[src/rtl/cook_program_sequencer.sv]
// cook_program_sequencer: multi-stage microwave cook program controller.
// Loads each non-empty stage's BCD time into the countdown timer one nibble
// per clock, runs it while duty-cycling the magnetron by stage power, and
// advances on timer_zero.
// Optional: define COOK_BEEP_EN to add the `beep` output. The beep rises the
// clock after `done` and lasts for 3 tick_1hz pulses.
module cook_program_sequencer #(
  parameter int NUM_STAGES   = 2,
  parameter int POWER_PERIOD = 10
) (
  input  logic       clock,
  input  logic       clearn,
  input  logic       tick_1hz,
  input  logic       cfg_we,
  input  logic [1:0] cfg_stage,
  input  logic [3:0] cfg_min,
  input  logic [3:0] cfg_sec_tens,
  input  logic [3:0] cfg_sec_ones,
  input  logic [3:0] cfg_power,
  input  logic       start,
  input  logic       stop,
  input  logic       door_closed,
  input  logic       timer_zero,
  output logic [3:0] timer_data,
  output logic       timer_loadn,
  output logic       timer_enable,
  output logic       mag_on,
  output logic [1:0] stage_idx,
  output logic       busy,
  output logic       done
`ifdef COOK_BEEP_EN
  ,
  output logic       beep
`endif
);

  localparam int          SW   = 2;
  localparam int unsigned MAXS = 4;
  localparam int unsigned NS   = NUM_STAGES;
  localparam int          CW   = (POWER_PERIOD > 15) ? $clog2(POWER_PERIOD + 1) : 4;
  localparam logic [CW-1:0] PP      = CW'(POWER_PERIOD);
  localparam logic [CW-1:0] PP_LAST = CW'(POWER_PERIOD - 1);

  localparam logic [2:0] S_IDLE  = 3'd0;
  localparam logic [2:0] S_LOAD  = 3'd1;
  localparam logic [2:0] S_ARM   = 3'd2;
  localparam logic [2:0] S_RUN   = 3'd3;
  localparam logic [2:0] S_PAUSE = 3'd4;
  localparam logic [2:0] S_NEXT  = 3'd5;

  logic [2:0]    state_q, state_d;
  logic [1:0]    lcnt_q, lcnt_d;
  logic [SW-1:0] stage_q, stage_d;
  logic [CW-1:0] duty_q, duty_d;
  logic [3:0]    data_q, data_d;
  logic          loadn_q, enable_q, mag_q, busy_q, done_q, done_d;

  // Storage is sized for the 4 addressable stages; unused entries stay 0:00
  // and are therefore always skipped as empty.
  logic [3:0]    min_q  [MAXS];
  logic [3:0]    tens_q [MAXS];
  logic [3:0]    ones_q [MAXS];
  logic [CW-1:0] pwr_q  [MAXS];

  logic [MAXS-1:0] live;
  logic            first_found, later_found;
  logic [SW-1:0]   first_idx, later_idx;
  logic [CW-1:0]   cfg_pwr_ext, cfg_pwr_clamped;
  logic            go;

  assign cfg_pwr_ext     = CW'(cfg_power);
  assign cfg_pwr_clamped = (cfg_pwr_ext > PP) ? PP : cfg_pwr_ext;
  assign go              = start && !stop && door_closed;

  // Locate the first non-empty stage and the next non-empty stage above the current one.
  always_comb begin
    live        = '0;
    first_found = 1'b0;
    first_idx   = '0;
    later_found = 1'b0;
    later_idx   = '0;
    for (int unsigned i = 0; i < MAXS; i++) begin
      live[i] = |{min_q[i], tens_q[i], ones_q[i]};
      if (live[i] && !first_found) begin
        first_found = 1'b1;
        first_idx   = SW'(i);
      end
      if (live[i] && !later_found && (SW'(i) > stage_q)) begin
        later_found = 1'b1;
        later_idx   = SW'(i);
      end
    end
  end

  // Next-state, stage selection, duty counter and load digit selection.
  always_comb begin
    state_d = state_q;
    lcnt_d  = lcnt_q;
    stage_d = stage_q;
    duty_d  = duty_q;
    done_d  = 1'b0;
    data_d  = '0;
    case (state_q)
      S_IDLE: begin
        if (go) begin
          if (first_found) begin
            stage_d = first_idx;
            lcnt_d  = '0;
            state_d = S_LOAD;
          end else begin
            done_d = 1'b1;
          end
        end
      end
      S_LOAD: begin
        if (lcnt_q == 2'd2) state_d = S_ARM;
        else                lcnt_d  = lcnt_q + 2'd1;
      end
      S_ARM: begin
        duty_d  = '0;
        state_d = S_RUN;
      end
      S_RUN: begin
        if (tick_1hz) duty_d = (duty_q >= PP_LAST) ? '0 : duty_q + 1'b1;
        if (stop || !door_closed) state_d = S_PAUSE;
        else if (timer_zero)      state_d = S_NEXT;
      end
      S_PAUSE: begin
        if (stop) begin
          stage_d = '0;
          state_d = S_IDLE;
        end else if (go) begin
          state_d = S_RUN;
        end
      end
      S_NEXT: begin
        if (later_found) begin
          stage_d = later_idx;
          lcnt_d  = '0;
          state_d = S_LOAD;
        end else begin
          done_d  = 1'b1;
          stage_d = '0;
          state_d = S_IDLE;
        end
      end
      default: state_d = S_IDLE;
    endcase
    // Outputs are registered from next-state values so they line up with the state they describe.
    if (state_d == S_LOAD) begin
      case (lcnt_d)
        2'd0:    data_d = min_q[stage_d];
        2'd1:    data_d = tens_q[stage_d];
        default: data_d = ones_q[stage_d];
      endcase
    end
  end

  // Sequencer state and registered timer/magnetron outputs.
  always_ff @(posedge clock) begin
    if (!clearn) begin
      state_q  <= S_IDLE;
      lcnt_q   <= '0;
      stage_q  <= '0;
      duty_q   <= '0;
      data_q   <= '0;
      loadn_q  <= 1'b1;
      enable_q <= 1'b0;
      mag_q    <= 1'b0;
      busy_q   <= 1'b0;
      done_q   <= 1'b0;
    end else begin
      state_q  <= state_d;
      lcnt_q   <= lcnt_d;
      stage_q  <= stage_d;
      duty_q   <= duty_d;
      data_q   <= data_d;
      loadn_q  <= (state_d != S_LOAD);
      enable_q <= (state_d == S_RUN);
      mag_q    <= (state_d == S_RUN) && (duty_d < pwr_q[stage_d]);
      busy_q   <= (state_d != S_IDLE);
      done_q   <= done_d;
    end
  end

  // Stage configuration store, writable only while idle.
  always_ff @(posedge clock) begin
    if (!clearn) begin
      for (int unsigned i = 0; i < MAXS; i++) begin
        min_q[i]  <= '0;
        tens_q[i] <= '0;
        ones_q[i] <= '0;
        pwr_q[i]  <= '0;
      end
    end else begin
      for (int unsigned i = 0; i < MAXS; i++) begin
        if ((state_q == S_IDLE) && cfg_we && (cfg_stage == SW'(i)) && (i < NS)) begin
          min_q[i]  <= cfg_min;
          tens_q[i] <= cfg_sec_tens;
          ones_q[i] <= cfg_sec_ones;
          pwr_q[i]  <= cfg_pwr_clamped;
        end
      end
    end
  end

  assign timer_data   = data_q;
  assign timer_loadn  = loadn_q;
  assign timer_enable = enable_q;
  assign mag_on       = mag_q;
  assign stage_idx    = stage_q;
  assign busy         = busy_q;
  assign done         = done_q;

`ifdef COOK_BEEP_EN
  logic       beep_q;
  logic [1:0] beep_cnt_q;

  // Completion beep: rises after done, drops after 3 seconds or on a start press.
  always_ff @(posedge clock) begin
    if (!clearn) begin
      beep_q     <= 1'b0;
      beep_cnt_q <= '0;
    end else if (done_q) begin
      beep_q     <= 1'b1;
      beep_cnt_q <= '0;
    end else if (beep_q && start) begin
      beep_q <= 1'b0;
    end else if (beep_q && tick_1hz) begin
      if (beep_cnt_q == 2'd2) beep_q <= 1'b0;
      beep_cnt_q <= beep_cnt_q + 2'd1;
    end
  end

  assign beep = beep_q;
`endif

endmodule

[config.mk]
export PLATFORM = sky130hd
export DESIGN_NAME = cook_program_sequencer
export DESIGN_NICKNAME = d
export VERILOG_FILES = /design/src/rtl/cook_program_sequencer.sv
export SDC_FILE = /design/constraint.sdc
export NUM_CORES = 1
export LEC_CHECK = 0
export ABC_AREA = 1
export CAP_MARGIN = 20
export CORE_ASPECT_RATIO = 0.7
export CORE_MARGIN = 2
export CORE_UTILIZATION = 56
export CTS_BUF_LIST = sky130_fd_sc_hd__clkbuf_8
export DETAILED_ROUTE_END_ITERATION = 16
export PLACE_DENSITY = 0.81
export SLEW_MARGIN = 20
export SYNTH_ARGS = -nofsm -noshare
export SYNTH_HDL_FRONTEND = slang
export SYNTH_SLANG_ARGS = --single-unit
[constraint.sdc]
create_clock -name clock -period 4.1 [get_ports clock]
set_input_delay 0.82 -clock clock [delete_from_list [all_inputs] [get_ports clock]]
set_output_delay 0.82 -clock clock [all_outputs]
set_load 0.005 [all_outputs]
### Word-level counts from Yosys, hierarchy flattened

Memory sizes are Yosys's and may differ from the RTL's.
Index checks and enable logic that the tools add are counted.

* flip-flop bits (word level): 20
* bits in writable memories: 64
* input port bits: 26
* word-level logic and storage cells: 133
* memories: 4

* add/subtract/negate cells: 2
* magnitude comparators: 7
* equal/unequal tests: 11
* multiplexer cells: 57
* bitwise operators: 8
* reductions and logical operators: 34

Memory list
* min_q: depth 4, bits a word 4, read ports 5, clocked after Yosys merged registers in 0, write ports 4, RTL line 60 `logic [3:0] min_q [MAXS];`
* ones_q: depth 4, bits a word 4, read ports 5, clocked after Yosys merged registers in 0, write ports 4, RTL line 62 `logic [3:0] ones_q [MAXS];`
* pwr_q: depth 4, bits a word 4, read ports 1, clocked after Yosys merged registers in 0, write ports 4, RTL line 63 `logic [CW-1:0] pwr_q [MAXS];`
* tens_q: depth 4, bits a word 4, read ports 5, clocked after Yosys merged registers in 0, write ports 4, RTL line 61 `logic [3:0] tens_q [MAXS];`

Operators by type and width (count)
* $reduce_or 12->1: 4
* $mux 4: 11
* $mux 2: 12
* $mux 1: 21
* $mux 3: 7
* $pmux 3 s6: 1
* $logic_and 1x1->1: 16
* $pmux 4 s2: 2
* $pmux 2 s3: 2
* $eq 3x2->1 const B: 3
* $logic_not 1->1: 8
* $or 1x1->1: 8
* $eq 3x1->1 const B: 2
* $eq 3x3->1 const B: 2
* $add 4x1->4 const B: 1
* $eq 2x1->1 const B: 2
* $ge 4x4->1 const B: 1
* $gt 1x2->1 const A: 2
* $gt 2x2->1 const A: 2
* $gt 4x4->1 const B: 1
* $logic_not 2->1: 2
* $lt 4x4->1: 1
* $logic_not 3->1: 1
* $ne 3x1->1 const B: 1
* other kinds (6): 6

### Depth between registers and ports, before layout

Gate-level depths: netlist of run 1.
An unclocked memory read counts as a cell.

* depth after elaboration: 21
* depth in mapped cells: 16
* depth with buffers taken out: 16

### Worst setup path before layout of run 1

No wires, ideal clock.

* kind: input-to-reg
* start point: input stop
* end point: register mag_q (netlist: mag_on)
* setup time: 0.066 ns
* arrival: 2.429 ns
* required time: 4.034 ns
* path slack: 1.605 ns
* cell stages on the path: 14
* buffers on the path: 0
* cells stage by stage: inv_1 > nand2_1 > nor2_2 > nand2_1 > nand2_1 > nand3_4 > nand2_8 > inv_1 > o21ai_0 > o21bai_1 > ha_1 > a21oi_1 > nand2_1 > a21oi_2

* word-level cells in the longest chain between the ends: 8
* elaborated cells between the ends (all ways): 16
* classes of those cells: order compare: 1; eq/ne: 1; mux: 8; reduce/logical: 5; memory: 1

RTL lines
* from (decl): RTL line 21 `input logic stop,`
* $logic_not 1->1: RTL line 73 `assign go = start && !stop && door_closed;`
* $logic_and 1x1->1 (2 in series): RTL line 73
* $mux 2 or $mux 3 (tied branches): RTL line 105, 132
* $pmux 2 s3 or $mux 3 (tied branches): RTL line 103, 129
* $mem_v2 4x4 or $pmux 3 s6 (tied branches)
* $lt 4x4->1 or $eq 3x2->1 (tied branches): RTL line 180 `mag_q <= (state_d == S_RUN) && (duty_d < pwr_q[stage_d]);`
* $logic_and 1x1->1 (*): RTL line 180
* to (signal assigned): RTL line 180
* to (decl): RTL line 56 `logic loadn_q, enable_q, mag_q, busy_q, done_q, done_d;`

Mark *: on every way between the ends. The rest lies on a longest branch, timed or not.
A chain may end at the register's enable or synchronous reset.

### Final worst setup path of run 1

Ends and elaborated chain as after synthesis.

==> results.md, run 1 <==
- CP max stage cell: clkdlybuf4s50_1
- Worst-margin pin slew: approximately 0.57 ns
- Iteration-0 DRC Markers: between 150 and 200
- Worst R2R End: mag_on$_SDFF_PN0_
- Area Overhead vs Synth: 18.93%
- Final setup fails: 0
- Die area: around 0.0055 mm²
- Yosys Warn Count: 0
- Max-slew headroom: 0.6172
- Cell Rows: 21
- Core footprint: around 0.0048 mm²
- Pre-CTS WS: 0.8653 ns
- Final wirelength: roughly 5.8 mm
- Die H: 62.91 µm
- Drt wl/cell: 12.96 µm
- GPL Wtd Cong: slightly below 0.9
- Detail Placement HPWL: between 4 and 5 mm
- Peak supply drop: approximately 0.21 mV
- Worst-Skew Late Latency: ~0.30 ns
- Worst setup margin: between 1 and 1.5 ns
- CTS tree: built
- Cells after Synth: about 340
- Global Route Usage Sum: 0.2234
- Max cap viols: 0
- Cell Count, Final, Fillers Out: 446
- Drt pass-1 iters: 4
- R2r startpoint: tens_q[1][1]$_SDFFCE_PN0P_
- Initial antenna violation count: 0
- Most used cell along the critical path: nand2_1
- Critical path class: primary input to flop
- Vias per cell: ~5
- FF+latch count, synth: 52
- Placed insts: 438
- Most used flip-flop cell after synthesis: edfxtp_1
- Hold Buf Count CTS: 0
- Worst-path clk slew: 0.09 ns
- TritonCTS Buffers: 5
- First-pass GRT wire length: approximately 9.5 mm
- Required time of the critical path: around 4.3 ns
- Area after DPL: 0.003191 mm²
- HP Class: flop to flop
- Vias in the first global route: 2088
- Top cells by count, synth: 71 x nand2_1, 58 x nor2_1, 45 x inv_1, 32 x edfxtp_1, 24 x nand3_1
- Synth area leaders: edfxtp_1 35%, dfxtp_1 14%, nand2_1 9.6%, nor2_1 7.8%, inv_1 6.1%
- Layout Skew: 0.009504 ns
- CP Capture Type: flop
- Setup TNS: 0 ns
- Post-CTS Setup Bufs: 0
- RSZ-0062 raised after global routing: no
- Fillcell total: just under 400
- Sequential cell area: about 0.0014 mm²
- FF-to-FF path depth: 15
- Post-synth EDFFs: 32
- Initial Util: 0.5806
- Worst Setup SP: stop
- Fmax: roughly 340 MHz
- P_leak: 1.432 nW
- Worst Hold Depth: 2
- Die Wd: 88.16 µm
- Status: complete, no violations
- Fraction of registers with async set/reset: 0
- Power density cells: ~330 mW/mm²
- CTS H-tree depth: 2
- Synthesized net count: roughly 370
- Final nets: just over 400
- Antenna fix cells: 0
- Most common cell in the netlist: nand2_1
- Ports: 37
- Via count: around 2300
- Fin. Hold Viols: 0
- Crit-path cells: clkdlybuf4s50_1 > inv_1 > nand2_1 > nor2_2 > nand2_1 > nand2_1 > nand3_4 > nand2_8 > inv_1 > o21ai_0 > o21bai_1 > ha_1 > a21oi_1 > nand2_1 > a21oi_2
- Gr ovfl total: 0
- Final Cycle Share: 0.7193
- Sequential share of the synthesized area: 0.4903
- Startpoint types: primary input
- I/O Buffers: 36
- Post-route DRC: 0
- Synth top area share: 0.3461
- Average cell area after synthesis: ~8 µm²
- Layout cell share with drive strength beyond 1: 0.09019
- Setup crit end: mag_on$_SDFF_PN0_
- Cell Area, Synth: approximately 0.0028 mm²
- Root Buffer: clkbuf_8
- Design area: approximately 0.0033 mm²
- Area of the multi-input gates: about 0.0012 mm²
- Fin crit period: between 2 and 3 ns
- Largest net degree at the start of global routing: 20
- ANT nets after route: 0
- Sink Count: 52
- Reg2Reg Setup Slack: around 1.7 ns
- Number of distinct library cells after synthesis: 38
- CP arrival: roughly 3.2 ns
- Slew Limit Fails: 0
- Post-CTS Resized: 0
- CP Max Fanout: 19
- Dominant cell type by area after synthesis: edfxtp_1
- Crit-path max cell delay: 0.40 ns
- Clock buffer depth: 2
==> state kept, by name (all words and copies together) (netlist names), 3 cells and up <==
register    cells
duty_q          4
pwr_q           8
min_q           8
tens_q          8
state_q         3
ones_q          8
timer_data      4
==> critical path, delay by kind of cell <==
kind | cells | cell delay [ns]
AOI/OAI and AO/OA | 4 | 0.51
adders and majority gates | 1 | 0.26
buffers and inverters | 3 | 0.59
and+or+nand+nor | 7 | 1.00
==> power by group <==
| part | switching, W | internal, W |
|---|---|---|
| Sequential | 0.0000136 | 0.000578 |
| Clock | 0.000169 | 0.000182 |
| Combinational | 0.0000780 | 0.0000588 |
| Total | 0.000260 | 0.000819 |
==> routing by layer <==
| metal | vias to the layer above | GRT usage | wire length [µm] |
|---|---|---|---|
| li1 | 1156 | - | - |
| met1 | 1035 | 0.3167 | 2715 |
| met2 | 69 | 0.3412 | 2665 |
| met3 | 8 | 0.05416 | 326 |
| met4 | 0 | 0.06439 | 71 |
| met5 | - | 0 | 0 |
==> worst min-delay path by stage <==
stage	from	to	slack, ns
final	duty_q[2]$_SDFF_PN0_	duty_q[2]$_SDFF_PN0_	0.55
after global routing	duty_q[2]$_SDFF_PN0_	duty_q[2]$_SDFF_PN0_	0.57
after CTS	duty_q[2]$_SDFF_PN0_	duty_q[2]$_SDFF_PN0_	0.55
after detailed placement	duty_q[2]$_SDFF_PN0_	duty_q[2]$_SDFF_PN0_	0.54
after global placement	duty_q[2]$_SDFF_PN0_	duty_q[2]$_SDFF_PN0_	0.51
after floorplan	duty_q[2]$_SDFF_PN0_	duty_q[2]$_SDFF_PN0_	0.48
==> per-stage QoR <==
| stage | util | total power (W) | hold slack, ns |
|---|---|---|---|
| after floorplan | - | 0.0006869 | 0.4796 |
| final | 0.6905 | 0.001080 | 0.5463 |
| after CTS | 0.6905 | 0.001083 | 0.5487 |
| after global routing | 0.6905 | 0.001132 | 0.5741 |
| after detailed placement | 0.6672 | 0.0007391 | 0.5360 |
| after global placement | 0.6672 | 0.0007342 | 0.5092 |
==> cells by family (layout without fill, tap and decap cells) <==
group / count (synthesis) / after routing / share of synthesized area
and+or+nand+nor: 183 / 183 / 0.3069
adders and majority gates: 8 / 8 / 0.03605
DFF: 52 / 52 / 0.4903
xor gates and xnor gates: 2 / 2 / 0.006310
AOI/OAI and AO/OA: 39 / 39 / 0.08067
buffers and inverters: 53 / 93 / 0.07976
==> final cells by class <==
class | count | share of cell area
clock inverters | 3 | 0.01288
multi-input cells | 232 | 0.3615
repair buffers | 36 | 0.1091
flip-flops and latches | 52 | 0.4123
well taps | 69 | 0.02615
inverters | 49 | 0.05722
clock buffers | 5 | 0.02084
==> cells in the final DEF, fill, tap and decap left out, drive strengths merged <==
cell type,count
o21ai,11
and2,3
nor3b,1
nand3b,1
clkbuf,5
dfxtp,20
edfxtp,32
or2,2
clkdlybuf4s50,36
nor4,1
o21bai,3
a22oi,1
a211oi,1
nand2,81
ha,8
nand3,26
o211ai,2
a21oi,21
inv,51
bufinv,1
nor3,5
xor2,1
xnor2,1
nor2,63
Power figures use the tool's default switching activity.
==> inputs of run 2 (changes only) <==
clock period = 2.95 ns   (was 4.1 ns; I/O delays follow)
==> run 2 against run 1 <==
- via count shrank 1.5%
- die area is the same
- flip-flop and latch count is the same
- cell count grew 0.67%
- final area shrank 0.15%
- clock power grew 13%
- wire length grew 0.90%
- clock-buffer cell count is the same
- worst hold slack lost 0.024 ns
- global-route usage grew 0.75 points
==> results.md, run 2 (synthesis gave the netlist of run 1 again) <==
- Area Overhead vs Synth: 18.75% (was 18.93%)
- Drt pass-1 iters: 4 (unchanged)
- Most frequent cells in the layout: 71 x nand2_1, 58 x nor2_1, 46 x inv_1 (unchanged)
- Status: complete, no violations (unchanged)
- Layout cell share with drive strength beyond 1: 0.09474 (was 0.09019)
- Commonest non-fill, non-tap cell in the layout: nand2_1 (unchanged)
- Die H: 62.91 µm (unchanged)
- CTS H-tree depth: 2 (unchanged)
- Area after DPL: 0.003213 mm² (was 0.003191 mm²)
- Fin crit period: 2.380 ns
- Post-CTS Setup Bufs: 0 (unchanged)
- GPL Wtd Cong: 0.8844 (was 0.8944)
- CTS tree: built (unchanged)
- Cell Rows: 21 (unchanged)
- ANT nets after route: 0 (unchanged)
- Ports: 37 (unchanged)
- Startpoint types: primary input (unchanged)
- Max-slew headroom: 0.6120 (was 0.6172)
- Hold Buf Count CTS: 0 (unchanged)
- Setup TNS: 0 ns (unchanged)
- Hold WS: 0.5228 ns (was 0.5463 ns)
- Antenna fix cells: 0 (unchanged)
- Crit-path max cell delay: 0.40 ns (about the same)
- Worst-path clk slew: 0.09 ns (about the same)
- Via count: 2235 (was 2268)
- P_leak: 1.429 nW (was 1.432 nW)
- Gr ovfl total: 0 (unchanged)
- Util after Layout: 0.6894 (was 0.6905)
- CP arrival: 2.64 ns (was 3.19 ns)
- Final wirelength: 5.830 mm (was 5.778 mm)
- Peak supply drop: 0.2813 mV (was 0.2058 mV)
- Vias per cell: 4.978 (was 5.085)
- Post-route DRC: 0 (unchanged)
- Max cap viols: 0 (unchanged)
- Final setup fails: 0 (unchanged)
- Pre-CTS WS: 0.2432 ns (was 0.8653 ns)
- Die Wd: 88.16 µm (unchanged)
- Vias in the first global route: 2094 (was 2088)
- Most used cell along the critical path: nand2_1 (unchanged)
- CP Max Fanout: 7 (was 19)
- Layout Skew: 0.005818 ns (was 0.009504 ns)
- Root Buffer: clkbuf_8 (unchanged)
- Required time of the critical path: 3.21 ns (was 4.34 ns)
- Detail Placement HPWL: 4.454 mm (was 4.426 mm)
- Worst-margin pin slew: 0.5805 ns (was 0.5729 ns)
- HP Class: flop to flop (unchanged)
- Power density cells: 429.4 mW/mm² (was 327.0 mW/mm²)
- Post-CTS Resized: 0 (unchanged)
- Fin. Hold Viols: 0 (unchanged)
- Crit-path cells: clkdlybuf4s50_1 > inv_1 > nand2_1 > nor2_2 > nand2_1 > nand2_1 > nand3_4 > nand2_8 > inv_1 > o21ai_0 > o21bai_1 > ha_1 > a21oi_1 > nand2_1 > a21oi_2 (unchanged)
- RSZ-0062 raised after global routing: no (unchanged)
- Largest net degree at the start of global routing: 17 (was 20)
- Hold path start: duty_q[2]$_SDFF_PN0_ (unchanged)
- Worst-Skew Late Latency: 0.31 ns (was 0.30 ns)
- Iteration-0 DRC Markers: 105 (was 184)
- Final nets: 413 (was 410)
- Sink Count: 52 (unchanged)
- CP max stage cell: clkdlybuf4s50_1 (unchanged)
- I/O Buffers: 36 (unchanged)
- Initial antenna violation count: 0 (unchanged)
- Final Cycle Share: 0.8069
- TritonCTS Buffers: 5 (unchanged)
- R2r startpoint: tens_q[1][1]$_SDFFCE_PN0P_ (unchanged)
- Global Route Usage Sum: 0.2309 (was 0.2234)
- Clock buffer depth: 2 (unchanged)
- CP Capture Type: flop (unchanged)
- Worst setup margin: 0.5698 ns (was 1.151 ns)
- Slew Limit Fails: 0 (unchanged)
- Core footprint: 0.004782 mm² (unchanged)
- Die area: 0.005546 mm² (unchanged)
- First-pass GRT wire length: 9.715 mm (was 9.515 mm)
- Worst Setup SP: stop (unchanged)
- Design area: 0.003297 mm² (was 0.003302 mm²)
- Initial Util: 0.5806 (unchanged)
- Critical path class: primary input to flop (unchanged)
- Fmax: 420.1 MHz
- Drt wl/cell: 12.98 µm (was 12.96 µm)
[run 2: power by group]
part           internal (W)  switching, W  total (W)
clock network      0.000162      0.000235   0.000397
logic             0.0000855      0.000111   0.000197
registers          0.000804     0.0000182   0.000822
total               0.00105      0.000365    0.00142
[run 2: worst paths after layout]
| kind | slack (ns) | cells after the start | end |
|---|---|---|---|
| worst max register to register | 0.67 | 15 | mag_on$_SDFF_PN0_ |
| worst min register to register | 0.52 | 2 | duty_q[2]$_SDFF_PN0_ |
| worst max-delay path | 0.57 | 15 | mag_on$_SDFF_PN0_ |
| worst min-delay path | 0.52 | 2 | duty_q[2]$_SDFF_PN0_ |
[run 2: area by class of cell]
cell class	instances	area, µm²
inverter	49	188.9
timing repair buffer	39	382.9
clock inverter	3	15.01
sequential	52	1361
clock buffer	5	68.82
multi-input combinational	232	1194
tap	69	86.33
fill	414	1485
[run 2: worst max-delay path, delay by kind of cell]
family                     cells  cell delay (ns)
and+or+nand+nor                7             0.72
buffers and inverters          3             0.56
AOI/OAI and AO/OA              4             0.50
adders and majority gates      1             0.26
[run 2: per-stage QoR]
step / total power (W) / std cells
CTS: 0.001420 / 449
global placement: 0.001026 / 441
detailed placement: 0.001035 / 441
finish: 0.001416 / 449
floorplan: 0.0009546 / 337
global route: 0.001484 / 449
[run 2: layer usage]
layer,track usage,routed length (µm),share of wire,vias to the layer above
li1,-,-,-,1163
met1,0.3234,2839,0.49,1013
met2,0.3647,2661,0.46,52
met3,0.03963,248,0.043,7
met4,0.07386,82,0.014,0
met5,0,0,0,-
